$ cat config.mk
export PLATFORM = sky130hd
export DESIGN_NAME = fft_butterfly_cmul
export DESIGN_NICKNAME = d
export VERILOG_FILES = /design/src/rtl/fft_butterfly_cmul.sv
export SDC_FILE = /design/constraint.sdc
export NUM_CORES = 2
export LEC_CHECK = 0
export CAP_MARGIN = 10
export CORE_MARGIN = 2
export CORE_UTILIZATION = 33
export DETAILED_ROUTE_END_ITERATION = 6
export PLACE_DENSITY_LB_ADDON = 0.3
export SETUP_SLACK_MARGIN = 0.15
export SLEW_MARGIN = 5
export SYNTH_ARGS = -nofsm -noshare
export SYNTH_HDL_FRONTEND = slang
export SYNTH_SLANG_ARGS = --single-unit
$ cat constraint.sdc
create_clock -name clk -period 21.2 [get_ports clk]
set_input_delay 4.24 -clock clk [delete_from_list [all_inputs] [get_ports clk]]
set_output_delay 4.24 -clock clk [all_outputs]
set_load 0.05 [all_outputs]
$ cat src/rtl/fft_butterfly_cmul.sv
// fft_butterfly_cmul: radix-2 DIT butterfly X/Y = A +/- B*W, 3-stage pipeline, Q8 twiddles, saturating outputs
module fft_butterfly_cmul #(
    parameter int DW = 16,
    parameter int TW = 16,
    parameter int AW = 5
) (
    input  logic                 clk,
    input  logic                 rst_n,
    input  logic                 in_valid,
    input  logic signed [DW-1:0] a_re,
    input  logic signed [DW-1:0] a_im,
    input  logic signed [DW-1:0] b_re,
    input  logic signed [DW-1:0] b_im,
    input  logic [AW-1:0]        tw_idx,
    output logic [AW-1:0]        tw_addr,
    input  logic signed [TW-1:0] tw_re,
    input  logic signed [TW-1:0] tw_im,
    output logic                 out_valid,
    output logic signed [DW-1:0] x_re,
    output logic signed [DW-1:0] x_im,
    output logic signed [DW-1:0] y_re,
    output logic signed [DW-1:0] y_im,
    output logic                 ovf
);
    localparam int PW = DW + TW;
    localparam int SW = PW + 1;
    localparam int QW = SW - 8;
    localparam int RW = QW + 1;
    localparam logic signed [RW-1:0] MAXV = RW'((1 <<< (DW - 1)) - 1);
    localparam logic signed [RW-1:0] MINV = RW'(-(1 <<< (DW - 1)));

    logic                 v1, v2;
    logic signed [DW-1:0] a1_re, a1_im, b1_re, b1_im, a2_re, a2_im;
    logic signed [QW-1:0] p_re, p_im;
    logic signed [PW-1:0] m_rr, m_ii, m_ri, m_ir;
    logic signed [SW-1:0] s_re, s_im;
    logic signed [RW-1:0] sx_re, sx_im, sy_re, sy_im;

    // the ROM registers the address itself, so its data lines up with stage 1
    assign tw_addr = tw_idx;

    always_ff @(posedge clk or negedge rst_n) begin
        if (!rst_n) begin
            v1    <= 1'b0;
            a1_re <= '0;
            a1_im <= '0;
            b1_re <= '0;
            b1_im <= '0;
        end else begin
            v1 <= in_valid;
            if (in_valid) begin
                a1_re <= a_re;
                a1_im <= a_im;
                b1_re <= b_re;
                b1_im <= b_im;
            end
        end
    end

    assign m_rr = PW'(b1_re) * PW'(tw_re);
    assign m_ii = PW'(b1_im) * PW'(tw_im);
    assign m_ri = PW'(b1_re) * PW'(tw_im);
    assign m_ir = PW'(b1_im) * PW'(tw_re);
    assign s_re = SW'(m_rr) - SW'(m_ii);
    assign s_im = SW'(m_ri) + SW'(m_ir);

    always_ff @(posedge clk or negedge rst_n) begin
        if (!rst_n) begin
            v2    <= 1'b0;
            p_re  <= '0;
            p_im  <= '0;
            a2_re <= '0;
            a2_im <= '0;
        end else begin
            v2 <= v1;
            if (v1) begin
                p_re  <= QW'(s_re >>> 8);
                p_im  <= QW'(s_im >>> 8);
                a2_re <= a1_re;
                a2_im <= a1_im;
            end
        end
    end

    assign sx_re = RW'(a2_re) + RW'(p_re);
    assign sx_im = RW'(a2_im) + RW'(p_im);
    assign sy_re = RW'(a2_re) - RW'(p_re);
    assign sy_im = RW'(a2_im) - RW'(p_im);

    function automatic logic oob(input logic signed [RW-1:0] v);
        return (v > MAXV) || (v < MINV);
    endfunction

    function automatic logic [DW-1:0] sat(input logic signed [RW-1:0] v);
        return (v > MAXV) ? MAXV[DW-1:0] : (v < MINV) ? MINV[DW-1:0] : v[DW-1:0];
    endfunction

    always_ff @(posedge clk or negedge rst_n) begin
        if (!rst_n) begin
            out_valid <= 1'b0;
            ovf       <= 1'b0;
            x_re      <= '0;
            x_im      <= '0;
            y_re      <= '0;
            y_im      <= '0;
        end else begin
            out_valid <= v2;
            ovf       <= v2 && (oob(sx_re) || oob(sx_im) || oob(sy_re) || oob(sy_im));
            if (v2) begin
                x_re <= sat(sx_re);
                x_im <= sat(sx_im);
                y_re <= sat(sy_re);
                y_im <= sat(sy_im);
            end
        end
    end
endmodule

# After elaboration in Yosys (flattened, before gate mapping)
# Cells that the tools add are included.
[totals]
wordCells = 50
output_inout_bits = 71
ff_bits = 214
input_bits = 104
[classes]
add_sub_neg = 6
n_mul = 4
mux = 8
n_reduce_logical = 8
order_cmp = 8
[ops]
columns = ["op", "n"]
rows = [
  ["$mul A16 B16 Y32", 4],
  ["$mux W16", 8],
  ["$gt A26 B16 Y1 const B", 4],
  ["$lt A26 B16 Y1 const B", 4],
  ["$add A16 B25 Y26", 2],
  ["$sub A16 B25 Y26", 2],
  ["$add A32 B32 Y33", 1],
  ["$sub A32 B32 Y33", 1],
  ["$logic_or A1 B1 Y1", 7],
  ["$logic_and A1 B1 Y1", 1],
]

# Depth between registers and ports, before layout
[logic_depth]
word_depth = 7
ltp_mapped = 30

# Worst setup path before layout
# Ideal clock, no wire load.
[synth_path]
path_kind = "input -> register"
start = "input tw_re[0]"
end = "register p_im[22]"
path_slack_ns = 9.931
arrival_time_ns = 11.144
path_buffers = 1
stages = 26
cell_sequence = "clkbuf_1 > and2_1 > fa_1 > fa_1 > inv_1 > fa_1 > inv_1 > fa_1 > fa_1 > fa_1 > fa_1 > inv_1 > fa_1 > inv_1 > ha_1 > nand3_1 > a31oi_1 > o31ai_1 > nand2_1 > a211oi_1 > nor3_1 > or3_1 > nand2_1 > nand2b_1 > xor2_1 > mux2_2"
[synth_via]
elab_chain_len = 2
[synth_rtl]
columns = ["element", "line", "source"]
rows = [
  ["from (decl)", "16", "input logic signed [TW-1:0] tw_re,"],
  ["$mul A16 B16 Y32", "63", "assign m_ir = PW'(b1_im) * PW'(tw_re);"],
  ["$add A32 B32 Y33", "65", "assign s_im = SW'(m_ri) + SW'(m_ir);"],
  ["to (signal assigned)", "78", "p_im <= QW'(s_im >>> 8);"],
  ["to (decl)", "34", "logic signed [QW-1:0] p_re, p_im;"],
]
# No other way between the ends.
# A chain may end at the register's enable or synchronous reset.

# Worst setup path in the final report
[layout_path]
start = "input tw_re[0]"
end = "register p_im[24]"
# Same word-level chain as after synthesis.

==> results.cfg <==
[critical_path]
crit_path_end_kind = flop
r2r_start = b1_re[8]
worst_path_most_repeated_cell = fa_1
start_kind = input pin
required_ns = 21.68
crit_cells = 27
path_class = input pin to flop
crit_family = adder cells
slowest_delay_ns = 0.83
r2r_slack_ns = 12.48
worstPathBufferInverterCount = 6
r2r_cells = 26
cp_slowest_cell = and2_1
worstReg2RegEnd = p_im[24]
arrival_ns = 12.69
cp_max_fo = 31

[synthesis]
yosysWarningCount = 0
synth_cell_types = 85
synthArstFlopShare_pct = 100
synth.area.top_cells = fa_1 44%, dfrtp_1 10%, inv_1 9.5%
synthTopCellsByCount = 1360 x inv_1, 1176 x fa_1, 535 x nand2_1, 506 x and2_1, 402 x ha_1
yosys.area.top_type = fa_1
syn_area_per_cell_um2 = 9.37
syn_area_um2 = 53600
synth_flop_cell = dfrtp_1
synth_edf_count = 0
synth_most_common_cell = inv_1
synth_fp_nets = 7409
ys_ff_latch = 214
ys_seq_area_share_pct = 9.98
synth_top_area_share_pct = 43.9
syn_inst = 5727

[die]
die_w_um = 407
io_pins = 175
core_um2 = 161000
start_util_pct = 33.3
die-area_um2 = 166000
fp-row-count = 147
die_y_um = 407

[grt]
grt_max_degree = 145
grt_pass1_wl_mm = 235
antenna_found_initial = 8
grt_overflow = 0
grt_pass1_vias = 40300
grt_usage_pct = 17.9

[drt]
drt-initial-drc-count = 2340
firstDrtPassIters = 5
detail-route-antenna-nets = 0
route.met3.wl_mm = 7.46
post-route-drc-count = 0
top_layer = met5
via_per_inst = 4.75
routedWlPerCell_um = 18.3
wl_met1_mm = 67.1
wirelength_mm = 145
met2_length_mm = 67.7
vias = 37600

[sta]
fmax_mhz = 81.9
fin_crit_ns = 12.21
post-route-period-util_pct = 57.6
tightest_slew_ns = 1.10
rsz0062_at_grt = false
finalSetupViolCount = 0
fin_tns_setup_ns = 0
finClkSkew_ns = 0.0570
drv_slew = 0
max_slew_margin_pct = 26.8
final_hold_viol_count = 0

[clock_tree]
cts_buffer_depth = 3
tritoncts = done
post_cts_buffers = 0
ctsHoldBuffers = 0
clock_sinks = 214
cts_buffers = 29
clk_latency_ns = 0.68
cts.htree.levels = 1
cts_resized = 0
clockRootBuffer = clkbuf_16
clk_pin_slew_ns = 0.06

[place]
io_buffers = 164
gp_congestion = 0.870
dpl.hpwl_mm = 114

[min_path]
min_path_type = flop to flop
holdPathStages = 1
worstHoldStart = x_im[8]
hold-path-endpoint = x_im[8]

[job]
max_cap_violations = 0

[layout]
syn2layout_area_growth_pct = 9.10
nNetsFinal = 7413
nFillCells = 16300
drive_gt1_share_pct = 4.94

[run_status]
status = finished clean
## per-layer routing
| metal | global-route usage (%) | vias to the layer above |
|---|---|---|
| met1 | 25.9 | 19600 |
| met2 | 29.2 | 837 |
| met5 | 0 | - |
| met3 | 2.26 | 96 |
| met4 | 2.88 | 4 |
| li1 | - | 17100 |
## logic make-up (layout without fill, tap and decap cells)
logic type,Yosys count,count (layout),share of synthesized area (%)
buf+inv,1636,1662,11.6
fa+ha+maj,1578,1578,53.3
simple gates,1542,1542,14.4
compound gates,499,499,6.09
flops,214,214,9.98
xor+xnor,146,146,2.38
mux,112,112,2.32
other cells,0,2,0
## cell type report
cell class | count | area, um^2 | share of cell area (%)
Multi-Input combinational cell | 3877 | 42100 | 71.9
Sequential cell | 214 | 5360 | 9.16
Inverter | 1363 | 5120 | 8.74
Tap cell | 2160 | 2700 | 4.62
Timing Repair Buffer | 246 | 2280 | 3.90
Clock buffer | 34 | 785 | 1.34
Clock inverter | 19 | 183 | 0.312
Antenna cell | 2 | 5.00 | 0.00855
## worst reg2reg max path: cells and delay by family, from the launching register on
family | cells | cell delay, ns
adder cells (fa/ha/maj) | 9 | 4.40
XOR/XNOR | 1 | 0.34
buffers and inverters | 5 | 0.24
flip-flops | 1 | 1.03
AND/OR/NAND/NOR | 3 | 0.79
AO/OA/AOI/OAI | 8 | 1.71
## layout by cell type (no fill, tap or decap), drive strengths merged, types with 99 or more instances in the layout
cell / instances
xnor2: 115
clkdlybuf4s50: 160
nor2: 221
mux2: 99
and2: 507
fa: 1176
ha: 402
inv: 1370
a21oi: 168
dfrtp: 214
o21ai: 106
nand2: 544
## flip-flops by register name, summed over array words and instances (netlist names), 16 cells and up
| signal | cells |
|---|---|
| a1_im | 16 |
| a1_re | 16 |
| a2_im | 16 |
| a2_re | 16 |
| b1_im | 16 |
| b1_re | 16 |
| p_im | 25 |
| p_re | 25 |
| x_im | 16 |
| x_re | 16 |
| y_im | 16 |
| y_re | 16 |
## how the worst max path moves through the flow
stage              start  endpoint  slack (ns)
6_report        tw_re[0]  p_im[24]        8.99
5_1_grt         tw_re[0]  p_im[24]        8.61
4_1_cts        tw_im[15]  p_im[24]        9.11
3_5_place_dp   tw_im[15]  p_im[24]        8.42
3_3_place_gp    tw_re[0]  p_im[20]        8.53
2_1_floorplan   tw_re[0]  p_im[22]        9.93
## per-stage QoR
step	hold slack [ns]	cells	util (%)	setup WS, ns	cell area, um^2
after detailed placement	0.487	7859	35.7	8.42	57500
after global placement	0.482	7859	35.7	8.53	57500
after global routing	0.508	7913	36.4	8.61	58500
after CTS	0.501	7912	36.3	9.11	58500
after floorplan	0.352	5727	-	9.93	53600
final	0.495	7915	36.4	8.99	58500
Power is left out: the tool's default activity adds up to more than one toggle a clock period on the data nets, which glitch-free logic cannot reach.
